--- src/rtl/stopwatch_pkg.sv ---
// Shared types and constants for the stopwatch timekeeping core.
package stopwatch_pkg;

  // Control state of the stopwatch.
  typedef enum logic [1:0] {
    ST_IDLE  = 2'd0,
    ST_RUN   = 2'd1,
    ST_PAUSE = 2'd2,
    ST_LAP   = 2'd3
  } state_t;

  // Per-field rollover limits of the BCD chain.
  localparam int unsigned CC_MOD = 100;
  localparam int unsigned SS_MOD = 60;
  localparam int unsigned MM_MOD = 60;

  localparam int unsigned DIGIT_W    = 4;
  localparam int unsigned FIELD_W    = 8;
  localparam int unsigned NUM_DIGITS = 8;
  localparam int unsigned DIGITS_W   = DIGIT_W * NUM_DIGITS;

  // Digit positions inside the 32-bit display word (0 = least significant).
  localparam int unsigned DIG_HT = 7;
  localparam int unsigned DIG_HU = 6;
  localparam int unsigned DIG_MT = 5;
  localparam int unsigned DIG_MU = 4;
  localparam int unsigned DIG_ST = 3;
  localparam int unsigned DIG_SU = 2;
  localparam int unsigned DIG_CT = 1;
  localparam int unsigned DIG_CU = 0;

  // Time value as four two-digit BCD fields, HH in the top byte.
  typedef struct packed {
    logic [FIELD_W-1:0] hh;
    logic [FIELD_W-1:0] mm;
    logic [FIELD_W-1:0] ss;
    logic [FIELD_W-1:0] cc;
  } bcd_time_t;

  // Extract one BCD digit from a display word.
  function automatic logic [DIGIT_W-1:0] digit_at(input logic [DIGITS_W-1:0] d,
                                                   input int unsigned idx);
    return DIGIT_W'(d >> (DIGIT_W * idx));
  endfunction

endpackage

--- src/rtl/stopwatch_core_if.sv ---
// Control pulses into, and display/status out of, the stopwatch core.
interface stopwatch_core_if;
  import stopwatch_pkg::*;

  logic                tick;
  logic                start_stop;
  logic                lap;
  logic                clr;
  logic [DIGITS_W-1:0] digits;
  logic                running;
  logic                lap_hold;
  logic                wrap;

  // Button/tick source side.
  modport master (
    output tick, start_stop, lap, clr,
    input  digits, running, lap_hold, wrap
  );

  // Stopwatch core side.
  modport slave (
    input  tick, start_stop, lap, clr,
    output digits, running, lap_hold, wrap
  );

endinterface

--- src/rtl/bcd_mod_cnt.sv ---
// Two-digit BCD counter that wraps at MOD; carry flags the wrapping increment.
module bcd_mod_cnt #(
  parameter int unsigned MOD = 100
) (
  input  logic       clk,
  input  logic       rst,
  input  logic       clr,
  input  logic       inc,
  output logic [7:0] val,
  output logic       carry
);

  // Terminal value MOD-1 in BCD.
  localparam logic [7:0] LAST = {4'((MOD - 1) / 10), 4'((MOD - 1) % 10)};

  logic [7:0] r_val;
  logic [7:0] w_val_nxt;

  // BCD successor of the current value, folding back to zero at the terminal value.
  always_comb begin
    w_val_nxt = r_val;
    if (r_val == LAST) begin
      w_val_nxt = 8'h00;
    end else if (r_val[3:0] == 4'd9) begin
      w_val_nxt = {r_val[7:4] + 4'd1, 4'd0};
    end else begin
      w_val_nxt = {r_val[7:4], r_val[3:0] + 4'd1};
    end
  end

  // Count register; clear dominates increment.
  always_ff @(posedge clk or negedge rst) begin
    if (!rst) begin
      r_val <= 8'h00;
    end else if (clr) begin
      r_val <= 8'h00;
    end else if (inc) begin
      r_val <= w_val_nxt;
    end
  end

  assign val   = r_val;
  assign carry = inc && (r_val == LAST);

endmodule

--- src/rtl/stopwatch_core.sv ---
// Stopwatch core: HH:MM:SS.CC BCD chain, run/pause/lap/clear control,
// lap snapshot and registered display mux.
module stopwatch_core
  import stopwatch_pkg::*;
#(
  parameter int unsigned HOUR_MOD = 24
) (
  input  logic             clk,
  input  logic             rst,
  stopwatch_core_if.slave  bus
);

  state_t              r_state;
  state_t              w_state_nxt;

  logic                w_cnt_en;
  logic                w_snap_load;
  logic                w_running_nxt;
  logic                w_lap_hold_nxt;

  logic [FIELD_W-1:0]  w_cc;
  logic [FIELD_W-1:0]  w_ss;
  logic [FIELD_W-1:0]  w_mm;
  logic [FIELD_W-1:0]  w_hh;
  logic                w_cc_carry;
  logic                w_ss_carry;
  logic                w_mm_carry;
  logic                w_hh_carry;

  bcd_time_t           w_count;
  bcd_time_t           r_snap;
  logic [DIGITS_W-1:0] r_digits;
  logic                r_running;
  logic                r_lap_hold;
  logic                r_wrap;

  // State register.
  always_ff @(posedge clk or negedge rst) begin
    if (!rst) begin
      r_state <= ST_IDLE;
    end else begin
      r_state <= w_state_nxt;
    end
  end

  // Next state: clr beats start_stop, which beats lap.
  always_comb begin
    w_state_nxt = r_state;
    if (bus.clr) begin
      w_state_nxt = ST_IDLE;
    end else begin
      unique case (r_state)
        ST_IDLE: begin
          if (bus.start_stop) w_state_nxt = ST_RUN;
        end
        ST_RUN: begin
          if (bus.start_stop)   w_state_nxt = ST_PAUSE;
          else if (bus.lap)     w_state_nxt = ST_LAP;
        end
        ST_LAP: begin
          if (bus.start_stop)   w_state_nxt = ST_PAUSE;
          else if (bus.lap)     w_state_nxt = ST_RUN;
        end
        ST_PAUSE: begin
          if (bus.start_stop)   w_state_nxt = ST_RUN;
        end
        default: w_state_nxt = ST_IDLE;
      endcase
    end
  end

  // Control decode; counting follows the state held at the start of the cycle.
  always_comb begin
    w_cnt_en       = 1'b0;
    w_snap_load    = 1'b0;
    w_running_nxt  = 1'b0;
    w_lap_hold_nxt = 1'b0;
    if (!bus.clr) begin
      w_cnt_en    = bus.tick && ((r_state == ST_RUN) || (r_state == ST_LAP));
      w_snap_load = (r_state == ST_RUN) && bus.lap && !bus.start_stop;
    end
    w_running_nxt  = (w_state_nxt == ST_RUN) || (w_state_nxt == ST_LAP);
    w_lap_hold_nxt = (w_state_nxt == ST_LAP);
  end

  // Hundredths -> seconds -> minutes -> hours, carries ripple within the tick cycle.
  bcd_mod_cnt #(.MOD(CC_MOD)) u_cc (
    .clk   (clk),
    .rst   (rst),
    .clr   (bus.clr),
    .inc   (w_cnt_en),
    .val   (w_cc),
    .carry (w_cc_carry)
  );

  bcd_mod_cnt #(.MOD(SS_MOD)) u_ss (
    .clk   (clk),
    .rst   (rst),
    .clr   (bus.clr),
    .inc   (w_cc_carry),
    .val   (w_ss),
    .carry (w_ss_carry)
  );

  bcd_mod_cnt #(.MOD(MM_MOD)) u_mm (
    .clk   (clk),
    .rst   (rst),
    .clr   (bus.clr),
    .inc   (w_ss_carry),
    .val   (w_mm),
    .carry (w_mm_carry)
  );

  bcd_mod_cnt #(.MOD(HOUR_MOD)) u_hh (
    .clk   (clk),
    .rst   (rst),
    .clr   (bus.clr),
    .inc   (w_mm_carry),
    .val   (w_hh),
    .carry (w_hh_carry)
  );

  assign w_count = {w_hh, w_mm, w_ss, w_cc};

  // Lap snapshot captures the pre-increment count on entry to LAP.
  always_ff @(posedge clk or negedge rst) begin
    if (!rst) begin
      r_snap <= '0;
    end else if (bus.clr) begin
      r_snap <= '0;
    end else if (w_snap_load) begin
      r_snap <= w_count;
    end
  end

  // Registered status flags and rollover pulse.
  always_ff @(posedge clk or negedge rst) begin
    if (!rst) begin
      r_running  <= 1'b0;
      r_lap_hold <= 1'b0;
      r_wrap     <= 1'b0;
    end else begin
      r_running  <= w_running_nxt;
      r_lap_hold <= w_lap_hold_nxt;
      r_wrap     <= w_hh_carry;
    end
  end

  // Display word: frozen snapshot while in LAP, otherwise the live count.
  always_ff @(posedge clk or negedge rst) begin
    if (!rst) begin
      r_digits <= '0;
    end else begin
      r_digits <= r_lap_hold ? DIGITS_W'(r_snap) : DIGITS_W'(w_count);
    end
  end

  assign bus.digits   = r_digits;
  assign bus.running  = r_running;
  assign bus.lap_hold = r_lap_hold;
  assign bus.wrap     = r_wrap;

endmodule

--- src/flat_wrapper.sv ---
// flat-port wrapper written by rule: the top's interface ports become plain ports
module stopwatch_core_flat import stopwatch_pkg::*;
#(
  parameter int unsigned HOUR_MOD = 24
)
  (clk, rst, bus_tick, bus_start_stop, bus_lap, bus_clr, bus_digits, bus_running, bus_lap_hold, bus_wrap);
  stopwatch_core_if bus_i ();
  input  logic clk;
  input  logic rst;
  input wire logic [$bits(bus_i.tick)-1:0] bus_tick;
  input wire logic [$bits(bus_i.start_stop)-1:0] bus_start_stop;
  input wire logic [$bits(bus_i.lap)-1:0] bus_lap;
  input wire logic [$bits(bus_i.clr)-1:0] bus_clr;
  output wire logic [$bits(bus_i.digits)-1:0] bus_digits;
  output wire logic [$bits(bus_i.running)-1:0] bus_running;
  output wire logic [$bits(bus_i.lap_hold)-1:0] bus_lap_hold;
  output wire logic [$bits(bus_i.wrap)-1:0] bus_wrap;
  assign bus_i.tick = bus_tick;
  assign bus_i.start_stop = bus_start_stop;
  assign bus_i.lap = bus_lap;
  assign bus_i.clr = bus_clr;
  assign bus_digits = bus_i.digits;
  assign bus_running = bus_i.running;
  assign bus_lap_hold = bus_i.lap_hold;
  assign bus_wrap = bus_i.wrap;
  stopwatch_core #(.HOUR_MOD(HOUR_MOD)) u_core (.clk(clk), .rst(rst), .bus(bus_i));
endmodule
--- config.mk ---
export PLATFORM = sky130hd
export DESIGN_NAME = stopwatch_core_flat
export DESIGN_NICKNAME = d
export VERILOG_FILES = /design/src/rtl/stopwatch_pkg.sv /design/src/rtl/stopwatch_core_if.sv /design/src/rtl/bcd_mod_cnt.sv /design/src/rtl/stopwatch_core.sv /design/src/flat_wrapper.sv
export SDC_FILE = /design/constraint.sdc
export NUM_CORES = 1
export LEC_CHECK = 0
export CAP_MARGIN = 20
export CORE_MARGIN = 4
export CORE_UTILIZATION = 58
export CTS_BUF_LIST = sky130_fd_sc_hd__clkbuf_2 sky130_fd_sc_hd__clkbuf_4 sky130_fd_sc_hd__clkbuf_8
export CTS_CLUSTER_DIAMETER = 100
export DETAILED_ROUTE_END_ITERATION = 12
export GPL_ROUTABILITY_DRIVEN = 0
export GPL_TIMING_DRIVEN = 0
export PLACE_DENSITY = 0.87
export SLEW_MARGIN = 20
export SYNTH_ARGS = -nofsm -noshare
export SYNTH_HDL_FRONTEND = slang
export SYNTH_SLANG_ARGS = --single-unit
--- constraint.sdc ---
create_clock -name clk -period 2.65 [get_ports clk]
set_clock_uncertainty 0.2 [all_clocks]
set_input_delay 0.6625 -clock clk [delete_from_list [all_inputs] [get_ports clk]]
set_output_delay 0.6625 -clock clk [all_outputs]
set_load 0.005 [all_outputs]
==> tab_implementation.tex <==
\begin{tabular}{lr}
\hline
Metric & Value \\
\hline
\multicolumn{2}{l}{\textbf{Setup path}} \\
Total buffers and inverters traversed by the critical path & 2 \\
Top Family by Delay on Critical Path & buffers and inverters \\
Slowest stage cell on the critical path & nor3b\_1 \\
Startpoint types & primary input \\
Startpoint of the lowest-slack register-to-register path & u\_core.u\_cc.val[4]\$\_DFFE\_PN0P\_ \\
Worst endpoint required time & roughly 2.7 ns \\
List of cells traversed by the critical path & clkdlybuf4s50\_1, nand2b\_1, nor3b\_1, clkbuf\_1, nand2\_1, a21oi\_1 \\
Highest net fanout along the worst path & 10 \\
Kind of capture point of the worst setup path & register \\
Depth of the most critical reg-to-reg path & 7 \\
Worst path arrival time & 2.61 ns \\
Worst stage delay on the critical path & 0.53 ns \\
Critical register-to-register path endpoint & u\_core.u\_hh.val[4]\$\_DFFE\_PN0P\_ \\
Critical path start-end classification & in -> reg \\
Worst R2R Setup Slack & roughly 0.27 ns \\
Depth of the critical timing path with buffers and inverters included & 6 \\
\multicolumn{2}{l}{\textbf{Die}} \\
Area of the die & $\sim$9500 um\^{}2 \\
Starting Density & about three fifths \\
Number of core rows & 32 \\
Die boundary height & 97.2 um \\
Number of placed I/O pins & between 40 and 50 \\
Std-Cell Core Area & around 7700 um\^{}2 \\
Width of the die & about 100 um \\
\multicolumn{2}{l}{\textbf{Yosys}} \\
Number of enable flip-flop cells after synthesis & 0 \\
Cells taking the most area after synthesis & dfrtp\_1 55\%, nand2\_1 7.2\%, a21oi\_1 6.2\%, mux2\_2 5.1\%, ha\_1 3.8\% \\
Top cells by instance count after synthesis & 101 x dfrtp\_1, 89 x nand2\_1, 57 x a21oi\_1, 21 x mux2\_2, 21 x o21ai\_0 \\
Register bit count reported by yosys & between 100 and 150 \\
Biggest area consumer among synthesized cells & dfrtp\_1 \\
Fraction of synthesized cell area taken by the top area cell type & 54.7\% \\
Synthesized net count & $\sim$470 \\
Total number of yosys warnings & 0 \\
Count leader, synth & dfrtp\_1 \\
Share of flip-flops with an asynchronous set or reset & 100\% \\
Most used DFF post-synth & dfrtp\_1 \\
Synthesized area divided by synthesized cell count & a little over 10 um\^{}2 \\
Synth Cell Area & roughly 4600 um\^{}2 \\
Part of the Yosys area used for sequential elements & around 55\% \\
Cells after Synth & $\sim$450 \\
Library cells used by synthesis & 51 \\
\multicolumn{2}{l}{\textbf{Run status}} \\
Outcome & finished with violations \\
Violations in the final reports & negative hold slack \\
\multicolumn{2}{l}{\textbf{Hold path}} \\
Worst Hold Class & in -> async \\
\multicolumn{2}{l}{\textbf{GRT}} \\
Wire length of the first global-routing pass & around 17000 um \\
Number of global-route vias before repair & between 3000 and 4000 \\
GR Util All Layers & a little under a quarter \\
Total congestion overflow & 0 \\
Maximum number of pins on one net before global-route repair & 59 \\
Initial antenna violation count & 0 \\
\multicolumn{2}{l}{\textbf{Detailed routing}} \\
Aggregate routed wire length & 10400 um \\
Post-route antenna net violation count & 0 \\
Initial DRC count & between 200 and 300 \\
Residual DRC count & 0 \\
Average vias per placed instance & a little over 6 \\
Number of detailed-routing iterations run before antenna repair & 5 \\
Average detailed-routed wire length per instance & around 17 um \\
Total number of vias & $\sim$3700 \\
\multicolumn{2}{l}{\textbf{Pwr}} \\
Combinational cell fraction of total power & roughly 4.4\% \\
Internal Power & 0.00193 W \\
Power Dens Cells & around 470 nW/um\^{}2 \\
Maximum vdd ir drop & roughly 0.00028 V \\
Switching component of the power & 0.000599 W \\
Leakage & 2.27 nW \\
Switching part of the total power & between 20\% and 30\% \\
Sequential fraction of design power & about 60\% \\
Relative contribution of the clock network to total power & between 30\% and 40\% \\
\multicolumn{2}{l}{\textbf{STA}} \\
Post-Route Setup TNS & 0 ns \\
Headroom to the max-slew limit & 48.0\% \\
Share of the clock period used by the worst path & a little over nine tenths \\
Number of hold-slack violations in the final timing report & 4 \\
Final count of pins violating max slew & 0 \\
Max Clk Rate & a little under 400 MHz \\
Shortest period the worst path allows & around 2.5 ns \\
Worst Hold Slack & -0.000483 ns \\
Worst-margin pin slew & 0.780 ns \\
RSZ-0062 raised after global routing & false \\
Number of setup violations in the final report & 0 \\
\multicolumn{2}{l}{\textbf{Clock tree}} \\
TritonCTS Buffers & 9 \\
CTS tree & yes \\
Clock H-tree levels & 3 \\
Post-CTS Setup Bufs & 0 \\
Largest buffer count on any clock path & 2 \\
Number of gates resized after cts & 0 \\
Clk slew on worst S/H paths & approximately 0.09 ns \\
Clock sinks & 101 \\
Root Buffer & clkbuf\_8 \\
Number of hold-repair buffers added at the cts stage & 0 \\
Clock latency of the later-clocked register in the worst-skew pair & $\sim$0.37 ns \\
\multicolumn{2}{l}{\textbf{Final layout}} \\
Inserted Diodes & 0 \\
Area Overhead vs Synth & 15.4\% \\
Post-layout nets & between 500 and 600 \\
Post-layout instance area & 5330 um\^{}2 \\
Share of final-layout standard cells stronger than drive strength 1 & 10.1\% \\
\multicolumn{2}{l}{\textbf{Placed design}} \\
Post-detailed-placement half-perimeter wirelength & between 6000 and 7000 um \\
Standard cell area after detailed placement & about 5200 um\^{}2 \\
Port Buffer Count & 39 \\
\multicolumn{2}{l}{\textbf{Run}} \\
Max-cap violation count & 0 \\
\hline
\end{tabular}
-- logic make-up after synthesis --
group                      count (synthesis)  synth area share (%)
adders and majority gates                 14                  3.79
DFF                                      101                  54.7
muxes                                     23                  5.56
and+or+nand+nor                          168                  18.6
AOI/OAI and AO/OA                        101                  12.7
buffers and inverters                     42                  3.85
xor gates and xnor gates                   4                 0.759
-- layer usage --
layer,track usage (%),vias up,wire [um]
met5,0,-,0
met2,36.6,154,5090
li1,-,1691,-
met3,3.16,29,621
met4,10.3,0,297
met1,31.0,1804,4350
-- stage by stage --
| stage | hold WS, ns | total power [W] | setup slack, ns | utilization (%) | cells |
|---|---|---|---|---|---|
| after floorplan | 0.167 | 0.00162 | 0.635 | - | 453 |
| after global routing | 0.0168 | 0.00262 | 0.00279 | 68.9 | 609 |
| final | -0.000483 | 0.00253 | 0.134 | 68.9 | 609 |
| after detailed placement | 0.279 | 0.00169 | -0.213 | 66.8 | 595 |
| after CTS | 0.0108 | 0.00254 | 0.164 | 68.9 | 609 |
| after global placement | 0.268 | 0.00168 | -2.93 | 66.5 | 594 |
-- sequential cells by signal (all words and copies together), names as in the netlist --
register             flops
u_core.bus.digits       32
u_core.bus.lap_hold      1
u_core.bus.running       1
u_core.bus.wrap          1
u_core.r_snap           32
u_core.r_state           2
u_core.u_cc.val          8
u_core.u_hh.val          8
u_core.u_mm.val          8
u_core.u_ss.val          8
-- how the worst max path moves through the flow --
stage	to	from	slack, ns
2_1_floorplan	u_core.u_hh.val[4]$_DFFE_PN0P_	bus_tick	0.64
4_1_cts	u_core.r_snap[30]$_DFFE_PN0P_	bus_start_stop	0.16
6_report	u_core.r_snap[30]$_DFFE_PN0P_	bus_start_stop	0.13
3_3_place_gp	u_core.bus.digits[13]$_DFF_PN0_	rst	-2.93
5_1_grt	u_core.r_snap[29]$_DFFE_PN0P_	bus_start_stop	0.003
3_5_place_dp	u_core.r_snap[30]$_DFFE_PN0P_	bus_start_stop	-0.21
-- cells in the final DEF (no fill, tap or decap), types with 10 or more instances in the layout --
cell             Yosys  routed
nand2_1             89      89
a21oi_1             57      57
dfrtp_1            101     101
nor2_1              13      13
clkbuf_1            13      13
o21ai_0             21      21
clkdlybuf4s50_1      0      38
mux2_2              21      21
clkbuf_8             0      10
inv_1               14      14
ha_1                14      14
-- power groups by stage --
stage / registers, W / logic [W] / clock network, W
after floorplan: 0.00158 / 0.0000440 / 0
after global placement: 0.00158 / 0.000104 / 0
after detailed placement: 0.00158 / 0.000112 / 0
after CTS: 0.00155 / 0.000112 / 0.000880
after global routing: 0.00155 / 0.000123 / 0.000945
final: 0.00155 / 0.000110 / 0.000869
-- cell type report --
| class | instances | area [um^2] |
|---|---|---|
| Buffer | 28 | 125 |
| Clock buffer | 10 | 138 |
| Clock inverter | 4 | 26.3 |
| Fill cell | 548 | 2400 |
| Inverter | 14 | 52.6 |
| Multi-Input combinational cell | 310 | 1910 |
| Sequential cell | 101 | 2530 |
| Tap cell | 102 | 128 |
| Timing Repair Buffer | 40 | 419 |
Power figures use the tool's default switching activity.
